## src/rtl/scan_digit_sequencer.sv

```systemverilog
// Multiplex scan for an eight-digit seven-segment display, with double-buffered
// score updates that are committed only when the scan index wraps from 7 to 0.
module scan_digit_sequencer #(
  parameter int unsigned DIV = 100000,
  parameter bit          LZB = 1'b1
) (
  input  logic        clk,
  input  logic        reset,
  input  logic [31:0] score_bcd,
  input  logic        score_load,
  output logic [2:0]  refreshcounter,
  output logic [3:0]  digit,
  output logic        blank,
  output logic        frame_done
);

  localparam int unsigned PW = (DIV > 1) ? $clog2(DIV) : 1;
  localparam logic [PW-1:0] PRE_LAST = PW'(DIV - 1);
  localparam int unsigned NDIG = 8;

  logic [PW-1:0] prescaler;
  logic [31:0]   display;
  logic [31:0]   pending;
  logic          pend_flag;
  logic          tick;
  logic          commit;

  always_comb begin
    tick   = (prescaler == PRE_LAST);
    commit = tick && (refreshcounter == 3'd7);
  end

  // Prescaler, scan index, frame pulse and the two score buffers.
  always_ff @(posedge clk) begin
    if (reset) begin
      prescaler      <= '0;
      refreshcounter <= 3'd0;
      display        <= 32'd0;
      pending        <= 32'd0;
      pend_flag      <= 1'b0;
      frame_done     <= 1'b0;
    end else begin
      frame_done <= commit;
      if (tick) begin
        prescaler      <= '0;
        refreshcounter <= refreshcounter + 3'd1;
      end else begin
        prescaler <= prescaler + PW'(1);
      end

      // A load landing on the commit cycle bypasses the pending buffer.
      if (score_load) begin
        pending <= score_bcd;
        if (commit) begin
          display   <= score_bcd;
          pend_flag <= 1'b0;
        end else begin
          pend_flag <= 1'b1;
        end
      end else if (commit && pend_flag) begin
        display   <= pending;
        pend_flag <= 1'b0;
      end
    end
  end

  always_comb begin
    digit = display[{refreshcounter, 2'b00} +: 4];
  end

  // Blank when this digit and every more-significant digit are zero.
  always_comb begin
    blank = 1'b0;
    if (LZB && (refreshcounter != 3'd0)) begin
      blank = 1'b1;
      for (int k = 1; k < NDIG; k++) begin
        if ((3'(k) >= refreshcounter) && (display[4*k +: 4] != 4'd0)) begin
          blank = 1'b0;
        end
      end
    end
  end

endmodule

```

## config.mk

```make
export PLATFORM = sky130hd
export DESIGN_NAME = scan_digit_sequencer
export DESIGN_NICKNAME = d
export VERILOG_FILES = /design/src/rtl/scan_digit_sequencer.sv
export SDC_FILE = /design/constraint.sdc
export NUM_CORES = 1
export LEC_CHECK = 0
export ABC_AREA = 1
export CELL_PAD_IN_SITES_DETAIL_PLACEMENT = 1
export CELL_PAD_IN_SITES_GLOBAL_PLACEMENT = 2
export CORE_MARGIN = 3
export CORE_UTILIZATION = 25
export CTS_BUF_LIST = sky130_fd_sc_hd__clkbuf_4 sky130_fd_sc_hd__clkbuf_8
export CTS_CLUSTER_DIAMETER = 120
export DETAILED_ROUTE_END_ITERATION = 16
export PLACE_DENSITY = 0.66
export SYNTH_ARGS = -nofsm -noshare
export SYNTH_HDL_FRONTEND = slang
export SYNTH_SLANG_ARGS = --single-unit
```

## constraint.sdc

```tcl
create_clock -name clk -period 2.2 [get_ports clk]
set_clock_uncertainty 0.1 [all_clocks]
set_input_delay 0.33 -clock clk [delete_from_list [all_inputs] [get_ports clk]]
set_output_delay 0.33 -clock clk [all_outputs]
set_load 0.1 [all_outputs]
```

Yosys cells after proc, flatten, opt, wreduce, memory -nomap -nowiden
Index checks and enable logic that the tools add are counted.
Word-level totals
  output and inout port bits: 9
  input port bits: 35
  word-level logic and storage cells: 53
  register bits after elaboration: 86
Operators by class
  magnitude comparators: 7
  reductions and logical operators: 20
  equal/unequal tests: 3
  mux-type cells: 14
  add/subtract/negate cells: 2
  shift operators: 1
Operators with widths (count)
  $mux 32: 3
  $shiftx 32x6->4: 1
  $reduce_bool 4->1: 7
  $add 17x1->17 const B: 1
  $eq 17x17->1 const B: 1
  $ge 3x3->1 const A: 4
  $mux 1: 11
  $logic_and 1x1->1: 9
  $ge 2x3->1 const A: 2
  $add 3x1->3 const B: 1
  $eq 3x3->1 const B: 1
  $ge 1x3->1 const A: 1
  $reduce_bool 3->1: 1
  $ne 2x1->1 const B: 1
  $reduce_and 2->1: 1
  $reduce_bool 2->1: 1
  $reduce_or 2->1: 1

Logic depth before layout (Yosys ltp)
Gate-level depths: netlist of run 1.
  depth after elaboration: 10
  gate-level depth with buffers: 10
  mapped depth without buffers: 9

Least setup slack after synthesis of run 1
Ideal clock, no wire load.
  path type: reg2out
  start point: reg refreshcounter[0]
  end point: out blank
  stages on the path, launching flop included: 10
  slack: -1.603 ns
  arrival time: 3.373 ns
  buffers on the path: 0
  data required time: 1.770 ns
  cells stage by stage: dfxtp_1 > clkinv_1 > ha_1 > inv_1 > nand2_1 > a21oi_1 > a31oi_1 > nor2_1 > nand2_1 > nor2_1
Between the ends
  cells in the longest elaborated chain, start to end: 10
  elaborated cells on any way between the ends: 23
  classes of those cells: order compare (7); mux (8); reduce/logical (8)
RTL lines
  from (decl): line 11  | output logic [2:0] refreshcounter,
  from (signal assigned): line 46  | refreshcounter <= refreshcounter + 3'd1;
  $ge 1x3->1: line 77  | if ((3'(k) >= refreshcounter) && (display[4*k +: 4] != 4'd0)) begin
  $logic_and 1x1->1: line 77
  $mux 1 (7 in series): line 77
  $mux 1 *: line 74  | if (LZB && (refreshcounter != 3'd0)) begin
  to (decl): line 13  | output logic blank,
Mark *: on every way between the ends. The rest lies on a longest branch, timed or not.

Worst setup path after layout of run 1
  start point: reg refreshcounter[1]
  end point: out blank
Same word-level chain as after synthesis.

==> results.sh, run 1 <==
export IMPL_cts_root_buf="clkbuf_8"
export IMPL_drive_gt1_frac=0.1511
export IMPL_die_area_sq_um=18650
export IMPL_htreeDepth=3
export IMPL_total_power_mw=3.004
export IMPL_port_buffers=43
export IMPL_dr_pass1_iters=4
export IMPL_max_stage_delay_ns=0.38
export IMPL_antenna_found_initial=0
export IMPL_worstHoldPathCells=1
export IMPL_ant_nets=0
export IMPL_synthCells=578
export IMPL_status="finished clean"
export IMPL_route_vias_total=3727
export IMPL_min_period_ns=2.180
export IMPL_crit_fanout=3
export IMPL_grt_pass1_vias=3911
export IMPL_worstSetupStartpointType="register"
export IMPL_ios=44
export IMPL_ir_drop_uv=219.9
export IMPL_cap_violations=0
export IMPL_r2r_end="display[4]$_SDFFE_PP0P_"
export IMPL_rr_startpoint="refreshcounter[0]$_SDFFE_PP0P_"
export IMPL_dp_hpwl_um=8585
export IMPL_final_max_slew_viol_count=0
export IMPL_p_leak_nw=2.240
export IMPL_cp_arrival_ns=1.75
export IMPL_end_kind="output pin"
export IMPL_async_flop_share=0
export IMPL_initial_utilization=0.2561
export IMPL_reg2regPathDepth=9
export IMPL_clockBufferDepth=2
export IMPL_slew_headroom=0.5809
export IMPL_nets=657
export IMPL_rsz0062_at_grt="true"
export IMPL_synth_nets=618
export IMPL_grt_max_degree=38
export IMPL_clock_latency_ns=0.37
export IMPL_first_iter_violations=112
export IMPL_synth_ff_type="dfxtp_1"
export IMPL_fmax_mhz=458.8
export IMPL_synth_seq_cells=86
export IMPL_core_sq_um=16640
export IMPL_netlist_area_sq_um=4262
export IMPL_yosysSeqAreaShare=0.4040
export IMPL_synth_warnings=0
export IMPL_crit_top_cell="buf_4"
export IMPL_die_w_um=136.6
export IMPL_gr_total_overflow=0
export IMPL_clkSlewWorstSetupHoldPaths_ns=0.09
export IMPL_grt_pass1_wl_um=19210
export IMPL_wirelength_um=11610
export IMPL_path_cells="buf_4, buf_4, ha_1, o21ai_1, nand2_1, nor2_4, buf_12"
export IMPL_crit_slowest_cell="dfxtp_4"
export IMPL_cp_required_ns=1.77
export IMPL_period_share=0.9908
export IMPL_powerDensity_nw_per_um2=579.2
export IMPL_hold_slack_ns=0.3707
export IMPL_critPathKind="register to output pin"
export IMPL_fp_dieH_um=136.6
export IMPL_synth_edf_count=0
export IMPL_worst_pin_slew_ns=0.6239
export IMPL_hp_start="prescaler[0]$_SDFF_PP0_"
export IMPL_n_antenna_cell=0
export IMPL_place_congestion=0.8015
export IMPL_syn_to_final_growth_pct=21.70
export IMPL_cts_hold_buffers=0
export IMPL_hold_viol=0
export IMPL_setup_viol=0
export IMPL_hold_path_end="prescaler[0]$_SDFF_PP0_"
export IMPL_yosysUniqueCellTypes=31
export IMPL_detail_route_wl_per_cell_um=13.79
export IMPL_rrSetupSlack_ns=0.17
export IMPL_viasPerCell=4.426
export IMPL_min_path_type="register to register"
export IMPL_cts_buffers=9
export IMPL_n_fill_cell=2019
export IMPL_cts_tree="built"
export IMPL_drc=0
export IMPL_clock_sinks=86
export IMPL_grt_total_usage=0.1317
export IMPL_synth_avg_cell_area_sq_um=7.373
export IMPL_num_rows=47
per-stage QoR:
| stage | setup WS [ns] | std cells | utilization | TNS, ns | cell area, sq um |
|---|---|---|---|---|---|
| finish | 0.02019 | 842 | 0.3116 | 0 | 5186 |
| global route | -0.1022 | 842 | 0.3116 | -0.1294 | 5186 |
| CTS | -0.02698 | 842 | 0.3097 | -0.02698 | 5154 |
| detailed placement | 0.1876 | 820 | 0.2940 | 0 | 4893 |
| global placement | 0.2121 | 820 | 0.2940 | 0 | 4893 |
| floorplan | -0.1324 | 578 | - | -0.1324 | 4307 |
cells in the final DEF, fill, tap and decap left out, types with 2 or more instances in the layout:
master,n
clkinv_4,3
nand2_1,100
nor2_4,2
nor2_2,5
nand3_1,14
nand3b_1,2
ha_1,4
xor2_1,2
o21ai_1,2
inv_1,75
o21ai_0,18
mux2i_1,32
a21oi_1,14
a21oi_2,6
dfxtp_1,83
inv_2,8
or2_2,2
nor3_1,11
clkdlybuf4s50_1,33
o211ai_1,4
buf_4,18
clkbuf_8,10
nand4_1,38
nand2_2,15
nor2_1,93
buf_12,6
dfxtp_4,2
nand3_2,4
critical path: cells and delay by family, from the launching register on:
family | cells | cell delay, ns
buf+inv | 3 | 0.48
flops | 1 | 0.38
compound gates | 1 | 0.12
fa+ha+maj | 1 | 0.17
simple gates | 2 | 0.23
worst max-delay path by stage:
stage / from / endpoint / slack, ns / depth (start not counted)
2_1_floorplan: refreshcounter[1]$_SDFFE_PP0P_ / blank / -0.13 / 10
3_3_place_gp: refreshcounter[0]$_SDFFE_PP0P_ / blank / 0.21 / 10
3_5_place_dp: refreshcounter[0]$_SDFFE_PP0P_ / blank / 0.19 / 10
4_1_cts: refreshcounter[1]$_SDFFE_PP0P_ / blank / -0.03 / 10
5_1_grt: refreshcounter[1]$_SDFFE_PP0P_ / blank / -0.10 / 7
6_report: refreshcounter[1]$_SDFFE_PP0P_ / blank / 0.02 / 7
flip-flops by register name, summed over array words and instances, names as in the netlist:
| register | cells |
|---|---|
| display | 32 |
| prescaler | 17 |
| frame_done | 1 |
| refreshcounter | 3 |
| pend_flag | 1 |
| pending | 32 |
synth_stat cells (2+ instances only):
library cell / instances / area share
a21oi_1: 15 / 0.018
a21oi_2: 5 / 0.010
buf_12: 3 / 0.014
buf_2: 14 / 0.016
buf_4: 2 / 0.0035
buf_6: 6 / 0.016
clkbuf_1: 6 / 0.0053
clkinv_1: 3 / 0.0026
dfxtp_1: 86 / 0.40
ha_1: 5 / 0.015
inv_1: 76 / 0.067
inv_2: 7 / 0.0062
mux2i_1: 32 / 0.075
nand2_1: 102 / 0.090
nand2_2: 13 / 0.019
nand3_1: 18 / 0.021
nand3b_1: 2 / 0.0035
nand4_1: 38 / 0.056
nor2_1: 95 / 0.084
nor2_2: 4 / 0.0059
nor3_1: 11 / 0.013
o211ai_1: 4 / 0.0070
o21ai_0: 21 / 0.025
or2_2: 2 / 0.0029
xor2_1: 2 / 0.0041
routing by layer:
metal / routed length [um] / up-vias / share of wire / global-route usage
li1: - / 1910 / - / -
met1: 5604 / 1757 / 0.48 / 0.1669
met2: 5416 / 44 / 0.47 / 0.2174
met3: 315 / 16 / 0.027 / 0.02353
met4: 276 / 0 / 0.024 / 0.06047
met5: 0 / - / 0 / 0
repair_timing:
item | in CTS | in global routing
setup buffers | 6 | 0
setup endpoints to repair | 1 | 15
resized for setup | 6 | 9
hold endpoints to repair | 0 | 0
pin swaps | 3 | 2
area by class of cell:
| class | count | area [sq um] | area share |
|---|---|---|---|
| repair buffers | 59 | 601.8 | 0.1160 |
| multi-input cells | 375 | 2043 | 0.3940 |
| clock buffers | 11 | 145.1 | 0.02799 |
| clock inverters | 5 | 57.56 | 0.01110 |
| well taps | 220 | 275.3 | 0.05308 |
| flip-flops and latches | 86 | 1730 | 0.3337 |
| inverters | 86 | 332.8 | 0.06417 |
power by group:
group / internal, mW / switching [mW]
Sequential: 1.59 / 0.0132
Clock: 0.570 / 0.604
Combinational: 0.106 / 0.117
Total: 2.27 / 0.735
kinds of logic after synthesis:
logic type | count (synthesis) | share of synthesized area
compound gates | 46 | 0.06107
mux | 32 | 0.07516
simple gates | 290 | 0.3100
buf+inv | 117 | 0.1309
fa+ha+maj | 5 | 0.01468
xor+xnor | 2 | 0.004111
flops | 86 | 0.4040
Note: power is estimated with default switching activity, not from simulation.
==> run 2, diff against run 1 <==
- SLEW_MARGIN: not set -> 20
==> results of run 2 <==
Final layout, timing and power as in run 1 (identical DEF).
==> run 3, diff against run 2 <==
- CORE_UTILIZATION: 25 -> 34
- PLACE_DENSITY: 0.66 -> 0.91
- clock period: 2.2 -> 2.1 ns (I/O delays scaled with it)
==> run 3 against run 2 <==
  * The flow now finishes with violations (negative setup slack)
  * Register-to-register slack worse by 0.02 ns
  * First-iteration DRC count is 33% higher
  * Sequential share of layout area is 0.55 points lower
  * Via count grew 3.3%
  * Non-clock buffer count is the same
  * Final area increased by 1.8%
  * Largest cell class unchanged
  * Highest routed layer unchanged
==> results.sh, run 3 (same netlist as run 1, synthesis figures left out) <==
export IMPL_drive_gt1_frac=0.1669
export IMPL_clockBufferDepth=2
export IMPL_drt_met1_wl_um=5293
export IMPL_cap_violations=0
export IMPL_crit_fanout=2
export IMPL_fin_tns_setup_ns=-0.1166
export IMPL_wirelength_um=11520
export IMPL_antenna_found_initial=0
export IMPL_rsz0062_at_grt="true"
export IMPL_violations="negative setup slack"
export IMPL_hold_path_end="prescaler[0]$_SDFF_PP0_"
export IMPL_place_congestion=0.8492
export IMPL_fp_dieH_um=118.0
export IMPL_critPathKind="register to output pin"
export IMPL_port_buffers=43
export IMPL_setup_viol=1
export IMPL_p_sw_frac=0.2353
export IMPL_cts_buffers=9
export IMPL_p_int_mw=2.497
export IMPL_rrSetupSlack_ns=0.15
export IMPL_seqPwrFrac=0.515
export IMPL_final_common_cell="nand2_1"
export IMPL_total_power_mw=3.266
export IMPL_hp_start="prescaler[0]$_SDFF_PP0_"
export IMPL_htreeDepth=3
export IMPL_n_antenna_cell=0
export IMPL_powerDensity_nw_per_um2=618.5
export IMPL_initial_utilization=0.3519
export IMPL_r2r_end="display[6]$_SDFFE_PP0P_"
export IMPL_detail_route_wl_per_cell_um=14.57
export IMPL_route_vias_total=3850
export IMPL_wl_met2_um=5655
export IMPL_viasPerCell=4.867
export IMPL_n_fill_cell=1510
export IMPL_worst_pin_slew_ns=0.6567
export IMPL_cts_root_buf="clkbuf_8"
export IMPL_ios=44
export IMPL_worstSetupStartpointType="register"
export IMPL_ir_drop_uv=238.6
export IMPL_rr_startpoint="refreshcounter[0]$_SDFFE_PP0P_"
export IMPL_die_w_um=118.0
export IMPL_power_switching_mw=0.7686
export IMPL_status="complete, but fails checks"
export IMPL_syn_to_final_growth_pct=23.90
export IMPL_grt_pass1_vias=3961
export IMPL_fmax_mhz=451.1
export IMPL_met3_length_um=343
export IMPL_die_area_sq_um=13910
export IMPL_grt_total_usage=0.1661
export IMPL_final_util=0.4360
export IMPL_clock_latency_ns=0.38
export IMPL_grt_max_degree=38
export IMPL_period_share=1.056
export IMPL_worstHoldPathCells=1
export IMPL_post_place_ws_ns=0.003964
export IMPL_clkSlewWorstSetupHoldPaths_ns=0.09
export IMPL_clock_sinks=86
export IMPL_cp_arrival_ns=1.80
export IMPL_core_sq_um=12110
export IMPL_layout_common_cells="nand2_1, nor2_1, dfxtp_1"
export IMPL_min_path_type="register to register"
export IMPL_hold_slack_ns=0.3882
export IMPL_final_max_slew_viol_count=0
export IMPL_reg2regPathDepth=8
export IMPL_routed_top_layer="met4"
export IMPL_hold_viol=0
export IMPL_min_period_ns=2.217
export IMPL_grt_pass1_wl_um=18890
export IMPL_p_comb_frac=0.072
export IMPL_slew_headroom=0.5588
export IMPL_p_leak_nw=2.297
export IMPL_cts_hold_buffers=0
export IMPL_end_kind="output pin"
export IMPL_cts_tree="built"
export IMPL_clockPowerShare=0.413
export IMPL_first_iter_violations=149
export IMPL_layout_setup_ws_ns=-0.1166
export IMPL_num_rows=40
export IMPL_reg_top3="display (32), pending (32), prescaler (17)"
export IMPL_cp_required_ns=1.68
export IMPL_dr_pass1_iters=4
export IMPL_gr_total_overflow=0
export IMPL_ant_nets=0
export IMPL_drc=0
export IMPL_nets=658
export IMPL_dp_hpwl_um=8040
run 3: cell count changes in the layout (fill, tap and decap cells not counted), sizes merged:
cell	delta
clkinvlp	-1
inv	-1
clkbuf	+1
buf	-1
bufinv	+1
clkinv	+1
nand4	+1
run 3: power by group through the flow:
stage | Combinational, mW | Sequential, mW | Clock, mW
after detailed placement | 0.236 | 1.72 | 0
after global placement | 0.228 | 1.72 | 0
after floorplan | 0.139 | 1.72 | 0
after global routing | 0.261 | 1.69 | 1.46
after CTS | 0.237 | 1.68 | 1.40
final | 0.235 | 1.68 | 1.35
run 3: metrics by stage:
stage	std cells	cell area, sq um
final	791	5280
after detailed placement	766	4838
after global placement	766	4838
after floorplan	578	4307
after global routing	791	5280
after CTS	788	5154
run 3: how the worst max path moves through the flow:
stage,start,endpoint,depth (start not counted)
global placement,refreshcounter[1]$_SDFFE_PP0P_,blank,10
CTS,refreshcounter[1]$_SDFFE_PP0P_,blank,10
global route,refreshcounter[1]$_SDFFE_PP0P_,blank,10
finish,refreshcounter[1]$_SDFFE_PP0P_,blank,10
floorplan,refreshcounter[1]$_SDFFE_PP0P_,blank,10
detailed placement,refreshcounter[1]$_SDFFE_PP0P_,blank,10
run 3: layout make-up:
cell class                 instances  area (sq um)  area share
multi-input combinational        376          2105      0.3986
sequential                        86          1733      0.3282
timing repair buffer              59         671.9      0.1273
inverter                          86         332.8     0.06303
tap                              168         210.2     0.03981
clock buffer                      11         145.1     0.02749
clock inverter                     5         82.58     0.01564
run 3: worst max-delay path, stage by stage, from the launching register on:
cell      delay (ns)
dfxtp_4         0.39
clkinv_4        0.07
ha_4            0.15
inv_2           0.06
nand2_2         0.04
a21oi_2         0.13
a31oi_2         0.06
nor2_2          0.12
nand2_2         0.08
nor2_4          0.13
buf_12          0.18
run 3: timing repair:
item / 4_1_cts / 5_1_grt
setup endpoints to repair: 1 / 37
gates resized for setup: 16 / 23
pin swaps: 3 / 6
cloned: 0 / 2
buffers inserted: 6 / 1
endpoints found under the hold margin: 0 / 0
run 3: per-layer routing:
layer	global-route usage	vias to the layer above
met5	0	-
met1	0.2041	1863
li1	-	1914
met3	0.03412	18
met2	0.2817	55
met4	0.07106	0
